### config.mk
export PLATFORM = sky130hd
export DESIGN_NAME = rf_cmd_master
export DESIGN_NICKNAME = d
export VERILOG_FILES = /design/src/rtl/rf_cmd_master.sv
export SDC_FILE = /design/constraint.sdc
export NUM_CORES = 1
export LEC_CHECK = 0
export ABC_AREA = 1
export CAP_MARGIN = 0
export CORE_ASPECT_RATIO = 0.7
export CORE_MARGIN = 3
export CORE_UTILIZATION = 45
export DETAILED_ROUTE_END_ITERATION = 12
export DONT_BUFFER_PORTS = 1
export HOLD_SLACK_MARGIN = 0.02
export PLACE_DENSITY = 0.58
export SLEW_MARGIN = 25
export SYNTH_ARGS = -nofsm -noshare
export SYNTH_HDL_FRONTEND = slang
export SYNTH_SLANG_ARGS = --single-unit
### constraint.sdc
create_clock -name CLK -period 1.4 [get_ports CLK]
set_clock_uncertainty 0.05 [all_clocks]
set_input_delay 0.14 -clock CLK [delete_from_list [all_inputs] [get_ports CLK]]
set_output_delay 0.14 -clock CLK [all_outputs]
set_load 0.1 [all_outputs]
### src/rtl/rf_cmd_master.sv
// Byte-serial command master: parses write/read frames from UART RX, drives the
// register file port, and returns read data (or an error byte on timeout) to UART TX.
module rf_cmd_master #(
    parameter int                    ADDR_WIDTH = 4,
    parameter int                    DATA_WIDTH = 8,
    parameter logic [DATA_WIDTH-1:0] WR_CMD     = 8'hAA,
    parameter logic [DATA_WIDTH-1:0] RD_CMD     = 8'hBB,
    parameter int                    RD_TIMEOUT = 15,
    parameter logic [DATA_WIDTH-1:0] ERR_BYTE   = 8'hEE
) (
    input  logic                  CLK,
    input  logic                  RST,
    input  logic [DATA_WIDTH-1:0] RX_P_DATA,
    input  logic                  RX_D_VLD,
    output logic                  WrEn,
    output logic                  RdEn,
    output logic [ADDR_WIDTH-1:0] Address,
    output logic [DATA_WIDTH-1:0] WrData,
    input  logic [DATA_WIDTH-1:0] RdData,
    input  logic                  RdData_Valid,
    output logic [DATA_WIDTH-1:0] TX_P_DATA,
    output logic                  TX_D_VLD,
    input  logic                  TX_Busy,
    output logic                  Ctrl_Busy
);

    typedef enum logic [2:0] {
        IDLE    = 3'd0,
        WR_ADDR = 3'd1,
        WR_DATA = 3'd2,
        RD_ADDR = 3'd3,
        RD_WAIT = 3'd4,
        TX_SEND = 3'd5
    } state_t;

    localparam logic [7:0] TIMEOUT_LAST = 8'(RD_TIMEOUT);

    state_t                state_q;
    logic                  wr_en_q;
    logic                  rd_en_q;
    logic                  tx_vld_q;
    logic                  busy_q;
    logic [ADDR_WIDTH-1:0] addr_q;
    logic [DATA_WIDTH-1:0] wr_data_q;
    logic [DATA_WIDTH-1:0] tx_data_q;
    logic [7:0]            timeout_cnt_q;
    logic [7:0]            timeout_cnt_d;

    assign timeout_cnt_d = timeout_cnt_q + 8'd1;

    always_ff @(posedge CLK) begin
        if (RST) begin
            state_q       <= IDLE;
            wr_en_q       <= 1'b0;
            rd_en_q       <= 1'b0;
            tx_vld_q      <= 1'b0;
            busy_q        <= 1'b0;
            addr_q        <= '0;
            wr_data_q     <= '0;
            tx_data_q     <= '0;
            timeout_cnt_q <= '0;
        end else begin
            // Strobes are single-cycle: cleared every edge unless re-asserted below.
            wr_en_q  <= 1'b0;
            rd_en_q  <= 1'b0;
            tx_vld_q <= 1'b0;
            case (state_q)
                IDLE: begin
                    if (RX_D_VLD && RX_P_DATA == WR_CMD) begin
                        state_q <= WR_ADDR;
                        busy_q  <= 1'b1;
                    end else if (RX_D_VLD && RX_P_DATA == RD_CMD) begin
                        state_q <= RD_ADDR;
                        busy_q  <= 1'b1;
                    end
                end
                WR_ADDR: begin
                    if (RX_D_VLD) begin
                        addr_q  <= RX_P_DATA[ADDR_WIDTH-1:0];
                        state_q <= WR_DATA;
                    end
                end
                WR_DATA: begin
                    if (RX_D_VLD) begin
                        wr_data_q <= RX_P_DATA;
                        wr_en_q   <= 1'b1;
                        state_q   <= IDLE;
                        busy_q    <= 1'b0;
                    end
                end
                RD_ADDR: begin
                    if (RX_D_VLD) begin
                        addr_q        <= RX_P_DATA[ADDR_WIDTH-1:0];
                        rd_en_q       <= 1'b1;
                        timeout_cnt_q <= '0;
                        state_q       <= RD_WAIT;
                    end
                end
                RD_WAIT: begin
                    // A response arriving on the final wait cycle still beats the timeout.
                    if (RdData_Valid) begin
                        tx_data_q <= RdData;
                        state_q   <= TX_SEND;
                    end else begin
                        timeout_cnt_q <= timeout_cnt_d;
                        if (timeout_cnt_d == TIMEOUT_LAST) begin
                            tx_data_q <= ERR_BYTE;
                            state_q   <= TX_SEND;
                        end
                    end
                end
                TX_SEND: begin
                    if (!TX_Busy) begin
                        tx_vld_q <= 1'b1;
                        state_q  <= IDLE;
                        busy_q   <= 1'b0;
                    end
                end
                default: begin
                    state_q <= IDLE;
                    busy_q  <= 1'b0;
                end
            endcase
        end
    end

    assign WrEn      = wr_en_q;
    assign RdEn      = rd_en_q;
    assign Address   = addr_q;
    assign WrData    = wr_data_q;
    assign TX_P_DATA = tx_data_q;
    assign TX_D_VLD  = tx_vld_q;
    assign Ctrl_Busy = busy_q;

endmodule
## Word level (Yosys, flattened, before mapping)

Cells that the tools add are included.

- Add/sub/neg operators: 1
- Eq/ne operators: 15
- Muxes and demuxes: 21
- Bitwise logic cells: 4
- Reductions and logical operators: 16

Operators with widths:

| operator | number |
|---|---|
| 2-to-1 mux 8 bit | 4 |
| 2-to-1 mux 3 bit | 8 |
| one-hot mux 3 bit (6 select lines) | 1 |
| equality test 8 bit (second input constant) | 2 |
| one-hot mux 8 bit (2 select lines) | 1 |
| inequality test 2 bit (second input constant) | 5 |
| adder 8 x 1 -> 8 bit (second input constant) | 1 |
| equality test 8 x 4 -> 1 bit (second input constant) | 1 |
| OR reduction 2 bit | 4 |
| equality test 3 x 2 -> 1 bit (second input constant) | 2 |
| equality test 3 bit (second input constant) | 2 |
| 2-to-1 mux 1 bit | 6 |
| inequality test 3 bit (second input constant) | 2 |
| AND reduction 2 bit | 3 |
| AND reduction 6 bit | 1 |
| NOT 1 bit | 4 |
| one-hot mux 1 bit (4 select lines) | 1 |
| AND reduction 4 bit | 1 |
| nonzero test 2 bit | 2 |
| equality test 3 x 1 -> 1 bit (second input constant) | 1 |
| zero test 3 bit | 1 |
| AND reduction 3 bit | 1 |
| OR reduction 3 bit | 1 |
| logical AND 1 bit | 2 |

- Flip-flop bits (word level): 35
- Input port bits: 21
- Output and inout port bits: 24
- Logic and storage cells: 66

## Longest topological paths before layout

- Depth after elaboration: 5
- Depth in mapped cells: 11
- Mapped depth without buffers: 11

## Worst setup path after synthesis

Ideal clock, no wire load.

- Path type: reg2reg
- Start point: register timeout_cnt_q[1]
- End point: register tx_data_q[0], in the netlist TX_P_DATA[0]
- Setup time: 132 ps
- Data arrival time: 1326 ps
- Data required time: 1218 ps
- Path slack: -108 ps
- Cell stages (with the launch flop): 11
- Path buffers: 0
- Period minus slack after synthesis: 1508 ps
- Path through: dfxtp_1 > ha_1 > nand3_2 > o21ai_1 > nand2_1 > nor2_2 > nand3_2 > nand2_2 > nand2_4 > nand2_1 > a21oi_1

- Longest elaborated chain between the ends: 4

Ends and longest elaborated chain:

| what | line | source |
|---|---|---|
| from (decl) | 46 | `logic [7:0] timeout_cnt_q;` |
| from (signal assigned) | 105 | `timeout_cnt_q <= timeout_cnt_d;` |
| adder 8 x 1 -> 8 bit | 49 | `assign timeout_cnt_d = timeout_cnt_q + 8'd1;` |
| equality test 8 x 4 -> 1 bit | 106 | `if (timeout_cnt_d == TIMEOUT_LAST) begin` |
| nonzero test 2 bit (no line) | n/a |  |
| AND reduction 2 bit (no line) | n/a |  |
| to (signal assigned) | 102 | `tx_data_q <= RdData;` |
| to (decl) | 45 | `logic [DATA_WIDTH-1:0] tx_data_q;` |

No other way between the ends.
A chain may end at the register's enable or synchronous reset.

## Worst setup path in the final report

- Start point: register timeout_cnt_q[0]
- End point: register tx_data_q[0], in the netlist TX_P_DATA[0]

The elaborated chain is that of the path after synthesis.

==> impl_summary.md <==
Run status
The flow ran to the end, but the final reports show violations. The final reports fail on negative hold slack, negative setup slack.

Placement
Routability-driven placement finished with a final weighted congestion of 0.9372. The half-perimeter wire length after placement is 3080 um. The area after detailed placement is 1972 um^2. The number of buffers inserted by port buffering is 0.

Critical path
The type of the worst setup path is register to register. The most critical setup path has its endpoint at TX_P_DATA[0]. The startpoint identified for the worst register-to-register timing path is timeout_cnt_q[0]. STA classifies the critical path startpoint as a register. The largest delay contributor family on the critical path is simple AND/OR/NAND/NOR gates. Walking the worst path, the cells encountered are ha_4 -> nand3_4 -> nand2_1 -> nand3_2 -> nor2_2 -> nand3_2 -> nand2_2 -> nand2_4 -> nand2_1 -> a21oi_1. On the worst path, the slowest cell contributes a delay of 370 ps. In this run the worst path has a maximum fanout of 8.

The required arrival time at the worst endpoint is 1530 ps. Counting both buffers and inverters, the worst setup path holds a total of 0. The critical path crosses 10 cells after its start point. The arrival time at the worst endpoint is 1690 ps. The worst register-to-register path has a setup slack of -160 ps. The endpoint identified for the worst register-to-register timing path is TX_P_DATA[0]. The worst setup path is captured at a register. The worst-case reg-to-reg path depth is 10. The slowest stage cell on the critical path is sky130_fd_sc_hd__dfxtp_4. The critical path starts at timeout_cnt_q[0].

Clock tree
The clock tree root driver cell is sky130_fd_sc_hd__clkbuf_8. The tree built by TritonCTS fans out to 35 sinks. The maximum clock insertion buffer count is 2. The number of hold buffers added after CTS was 6. Clock-pin slew was measured on the worst setup and hold paths at 80 ps. TritonCTS built the clock tree. Clock latency on the worst-skew pair, taken at its later pin, is 280 ps. In this run, CTS created clock tree buffers numbering 5. The depth of the CTS H-tree is 2.

Timing
The relative slew slack is 0.7718. The slew at the pin with the worst max-slew slack is 342.0 ps. For this run, the top clock speed supported by timing is 0.6412 GHz. The number of max-slew violations in the final report is 0.

The final count of hold timing violations is 25. The slack of the critical path is -159.6 ps. Dividing the final minimum period by the clock period gives 1.114. Setup repair after global routing could not meet its margin everywhere. Setup violations remaining at the end of the flow were counted as 10. The tightest hold path in the finished design has a slack of -139.7 ps. After layout, the minimum clock period comes to 1560 ps.

Route
Summed over all layers, the routed wires come to 4393 um. After detailed routing, the average wire length per cell comes to 13.56 um. After detailed routing, the number of vias per cell comes to 4.926. In the routed design, unresolved DRC markers number 0.

The detailed router finished its first iteration with 70 violations. The remaining antenna violation count after routing is 0. The number of vias in the routed layout is 1,596. Before antenna repair, the detailed router went through 4 iterations.

Power
The sequential fraction of design power is 0.346. Of the total power, the share spent switching nets is 0.3989. In this run the power density over the cells is 1428 nW/um^2.

The peak ir drop on the vdd network is 0.8080 mV. Cell internal power was estimated by the tool at 1983 uW. The leakage power total is 0.0009320 uW. The share of total power dissipated in combinational logic is 0.381. Summed over all nets, the switching power comes to 1316 uW. The part of the total power dissipated in the clock network is 0.273.

Floorplanning
During I/O placement, the number of pins put on the boundary was 45. In this run the horizontal extent of the chip is 78.00 um. The area inside the core boundary is 3318 um^2.

After floorplanning, the core was divided into 17 placement rows. The full die area is 4399 um^2. The die is 56.40 um tall. For this configuration, the core starts out at a cell density of 0.4921.

Cells and area
Of the cells placed in the final design, the portion with a size suffix greater than 1 is 0.3899. Compared with the post-synthesis result, the final layout area differs by 41.53%. In the final design database the tool counted 299 nets. The number of inserted filler cells in the final layout is 285. The cell area after layout is 2311 um^2.

The final design utilization is 0.6965. 0 antenna diodes ended up in the layout.

Logic synthesis
The register area share after synthesis is 0.4291. The count of yosys warnings during synthesis is 0. The synthesized netlist cell count is 225.

After synthesis, the cell types taking the most area are sky130_fd_sc_hd__dfxtp_1 43%, sky130_fd_sc_hd__nand2_1 14%, sky130_fd_sc_hd__a21oi_1 9.5%. The share of synthesized area in the top cell type comes to 0.4291. The netlist uses 26 different library cells. Among all cell types in the netlist, the one instantiated most often is sky130_fd_sc_hd__nand2_1. Synthesis inferred 35 register bits. The mean cell area of the mapped netlist is 7.257 um^2. The synthesized design contains 0 enable-type register cells.

The summed instance area of the synthesized netlist is 1633 um^2. The share of async-settable or async-resettable flops after synthesis is 0. The synthesized design spends more area on one cell type than any other, namely sky130_fd_sc_hd__dfxtp_1. Counting every net in the synthesized netlist gives 248. After synthesis, the most frequently instantiated cells are 63 x sky130_fd_sc_hd__nand2_1, 35 x sky130_fd_sc_hd__dfxtp_1, 31 x sky130_fd_sc_hd__a21oi_1. In the synthesized netlist the dominant register cell turns out to be sky130_fd_sc_hd__dfxtp_1.

Global routing
The first global-routing pass estimated 7024 um of wire. The total grt overflow is 0. The aggregate global-route resource usage is 0.1999.

The number of antenna violations at the first check in global routing is 0. The number of global-route vias before repair is 1,489. Entering global routing, the biggest net connects 26 pins.

Worst hold path
Counting instances, the worst hold path has a depth of 1. The tightest min-delay check is of the input pin to register type.

Run
The number of max-cap violations is 0.
worst register-to-register path: cells and delay by family, from the launching register on:
family,cells,cell delay [ps]
compound gates,1,60
flops,1,370
simple gates,8,820
fa+ha+maj,1,160
cell usage in the layout (no fill, tap or decap), types with 6 or more instances in the layout:
master,Yosys,final
sky130_fd_sc_hd__nand2_1,63,54
sky130_fd_sc_hd__nor2_1,12,8
sky130_fd_sc_hd__nand3_2,5,6
sky130_fd_sc_hd__buf_4,1,42
sky130_fd_sc_hd__dlygate4sd3_1,0,6
sky130_fd_sc_hd__dfxtp_1,35,27
sky130_fd_sc_hd__o21ai_0,6,6
sky130_fd_sc_hd__nand3_1,14,12
sky130_fd_sc_hd__nor2_2,6,6
sky130_fd_sc_hd__inv_1,21,21
sky130_fd_sc_hd__nand2_2,1,10
sky130_fd_sc_hd__a21oi_1,31,26
stage by stage:
stage | total power, uW | setup TNS, ps | cells | hold WS (ps) | setup slack [ps]
after detailed placement | 2287 | -1348 | 305 | 155.6 | -165.4
after CTS | 3215 | -998.1 | 322 | -145.2 | -122.7
final | 3299 | -1286 | 324 | -139.7 | -159.6
after global placement | 2273 | -754.5 | 305 | 159.4 | -97.49
after floorplan | 2031 | -44.37 | 225 | 161.5 | -22.19
after global routing | 3453 | -2370 | 324 | -148.3 | -256.6
power groups by stage:
stage / combinational, uW / clock [uW] / sequential, uW
finish: 1260 / 902 / 1140
global route: 1330 / 972 / 1150
CTS: 1160 / 924 / 1130
detailed placement: 1130 / 0 / 1150
global placement: 1120 / 0 / 1150
floorplan: 462 / 0 / 1570
layer usage:
metal,vias up,share of wire,routed length [um],GRT usage
met5,-,0,0,0
li1,822,-,-,-
met2,59,0.42,1865,0.3000
met4,0,0.0057,25,0.03990
met1,711,0.49,2146,0.2854
met3,4,0.081,355,0.05769
final cells by class:
class,count,area (um^2),share of cell area
sequential,35,718.2,0.3108
clock inverter,3,43.79,0.01895
tap,47,58.81,0.02545
multi-input combinational,158,930.9,0.4028
inverter,27,103.9,0.04494
timing repair buffer,49,386.6,0.1673
clock buffer,5,68.82,0.02978
worst min path at each step:
stage | from | endpoint | slack (ps)
after floorplan | TX_Busy | TX_D_VLD | 160
after CTS | RST | timeout_cnt_q[3] | -150
after global routing | RST | state_q[0] | -150
final | RST | timeout_cnt_q[3] | -140
after detailed placement | RST | timeout_cnt_q[1] | 160
after global placement | RST | timeout_cnt_q[1] | 160
state kept, by name (all words and copies together), names as in the netlist:
| name | count |
|---|---|
| Address | 4 |
| Ctrl_Busy | 1 |
| RdEn | 1 |
| TX_D_VLD | 1 |
| TX_P_DATA | 8 |
| WrData | 8 |
| WrEn | 1 |
| state_q | 3 |
| timeout_cnt_q | 8 |
cells by family (layout without fill, tap and decap cells):
group                    count (synthesis)  in the layout  synth area share
buffers and inverters                   32             84           0.07586
AO/OA/AOI/OAI                           44             44            0.1410
XOR/XNOR                                 1              1          0.005365
flip-flops                              35             35            0.4291
AND/OR/NAND/NOR                        111            111            0.3333
adder cells (fa/ha/maj)                  2              2           0.01532
repair_timing:
action                                  in CTS  in global routing
gates resized for setup                     12                 28
cloned                                       0                  0
pin swaps                                   10                 14
hold endpoints to repair                    30                 25
endpoints found under the setup margin      11                 27
buffers inserted                             3                  2
Note: power is estimated with default switching activity, not from simulation.
==> RTL change (same flow settings) <==
Set the parameter `DATA_WIDTH` to 12 (it was 8).
--- a/src/rtl/rf_cmd_master.sv
+++ b/src/rtl/rf_cmd_master.sv
@@ -2,7 +2,7 @@
 // register file port, and returns read data (or an error byte on timeout) to UART TX.
 module rf_cmd_master #(
     parameter int                    ADDR_WIDTH = 4,
-    parameter int                    DATA_WIDTH = 8,
+    parameter int                    DATA_WIDTH = 12,
     parameter logic [DATA_WIDTH-1:0] WR_CMD     = 8'hAA,
     parameter logic [DATA_WIDTH-1:0] RD_CMD     = 8'hBB,
     parameter int                    RD_TIMEOUT = 15,
Interface: changed (resized RX_P_DATA, RdData, TX_P_DATA and WrData); port bits go from 45 to 61. The function was not compared with the original's and may differ.
==> RTL change against the unedited design <==
  * The run still ends with negative hold slack, negative setup slack left
  * Design area up 23%
  * Routed wire length grew 26%
  * Setup slack worse by 0.073 ns
  * Area after synthesis grew 23%
  * Sequential cell count up 8
  * Power grew 45%
  * Fmax down 4.5%
  * Largest cell class unchanged
==> RTL change: results (changes against the unedited design) <==
- Drt first pass iters: 5 (was 4)
- Seq pwr: 1520 uW (was 1140 uW)
- Metal3 WL: 429 microns (was 355 microns)
- Mapped Nets: 300 (was 248)
- Placer congestion estimate: 0.904 (was 0.937)
- Logic pwr share: 51.2% (was 38.1%)
- Final WS setup: -0.233 ns (was -0.160 ns)
- WL final: 5540 microns (was 4390 microns)
- Status: finished, violations left (unchanged)
- Crit path DAT: 1.82 ns (was 1.69 ns)
- Total track usage: 20.4% (was 20.0%)
- CP Max Fanout: 6 (was 8)
- Post-synthesis sequential area ratio: 42.8% (was 42.9%)
- Fraction of the mapped netlist area in compound gates: 16.4% (was 14.1%)
- Hold_ws: -0.159 ns (was -0.140 ns)
- Setup Viol. Count Final: 14 (was 10)
- P&R area growth vs syn: 41.5% (about the same)
- Clock network area share: 3.26% (was 4.87%)
- Violated checks: negative hold slack, negative setup slack (unchanged)
- Most instantiated cells after synthesis: nand2_1 (59), dfxtp_1 (43), nand3_1 (33) (was nand2_1 (63), dfxtp_1 (35), a21oi_1 (31))
- Clock Latency Late Sink: 0.30 ns (was 0.28 ns)
- Setup tns final: -3.01 ns (was -1.29 ns)
- Routing usage on met1: 29.1% (was 28.5%)
- Pwr/cell area: 1680 nW/um^2 (was 1430 nW/um^2)
- Cells after DPL: 368 (was 305)
- Ranking of synthesized cells by area: dfxtp_1 (43%), nand2_1 (11%), nand3_1 (8.2%), a21oi_1 (7.2%), a21oi_2 (4.4%) (was dfxtp_1 (43%), nand2_1 (14%), a21oi_1 (9.5%), inv_1 (4.8%), nand3_1 (4.3%))
- Met2 WL post-DR: 2480 microns (was 1870 microns)
- M1 WL: 2610 microns (was 2150 microns)
- Pin count of the biggest net entering global routing: 35 (was 26)
- Netlist cell types: 32 (was 26)
- R2R Setup Slk: -0.23 ns (was -0.16 ns)
- Hold Vio Cnt, Final: 34 (was 25)
- First DRT Iteration DRCs: 131 (was 70)
- Num sequential: 43 (was 35)
- Reg2reg start: timeout_cnt_q[1] (was timeout_cnt_q[0])
- Vias in the first global route: 1,831 (was 1,489)
- Post-synthesis xor/xnor area fraction: 0% (was 0.536%)
- Fill count: 339 (was 285)
- Average wire per standard cell: 14.2 microns (was 13.6 microns)
- Post-detail-place hpwl: 3540 microns (was 3080 microns)
- Multi-input gates: 189 (was 158)
==> RTL change: changes by cell type after synthesis, sizes merged, moves of 4 or more <==
| cell | unedited run | this run |
|---|---|---|
| dfxtp | 35 | 43 |
| nand3 | 19 | 34 |
| nand4 | 0 | 4 |
| a21oi | 31 | 39 |
==> RTL change: worst min path at each step <==
stage	end	from
5_1_grt	timeout_cnt_q[3]	RST
3_3_place_gp	TX_P_DATA[4]	RST
4_1_cts	WrData[10]	RST
2_1_floorplan	TX_D_VLD	TX_Busy
6_report	timeout_cnt_q[3]	RST
3_5_place_dp	timeout_cnt_q[1]	RST
==> RTL change: repair_timing <==
action / 4_1_cts / 5_1_grt
hold endpoints to repair: 41 / 34
pin swaps: 10 / 11
gates cloned: 1 / 0
buffers inserted: 1 / 3
endpoints found under the setup margin: 22 / 30
gates resized for setup: 10 / 35
==> RTL change: logic make-up (layout without fill, tap and decap cells) <==
logic type      Yosys count  after routing
simple gates            132            133
buf+inv                  38            105
fa+ha+maj                 2              2
flops                    43             43
compound gates           54             54
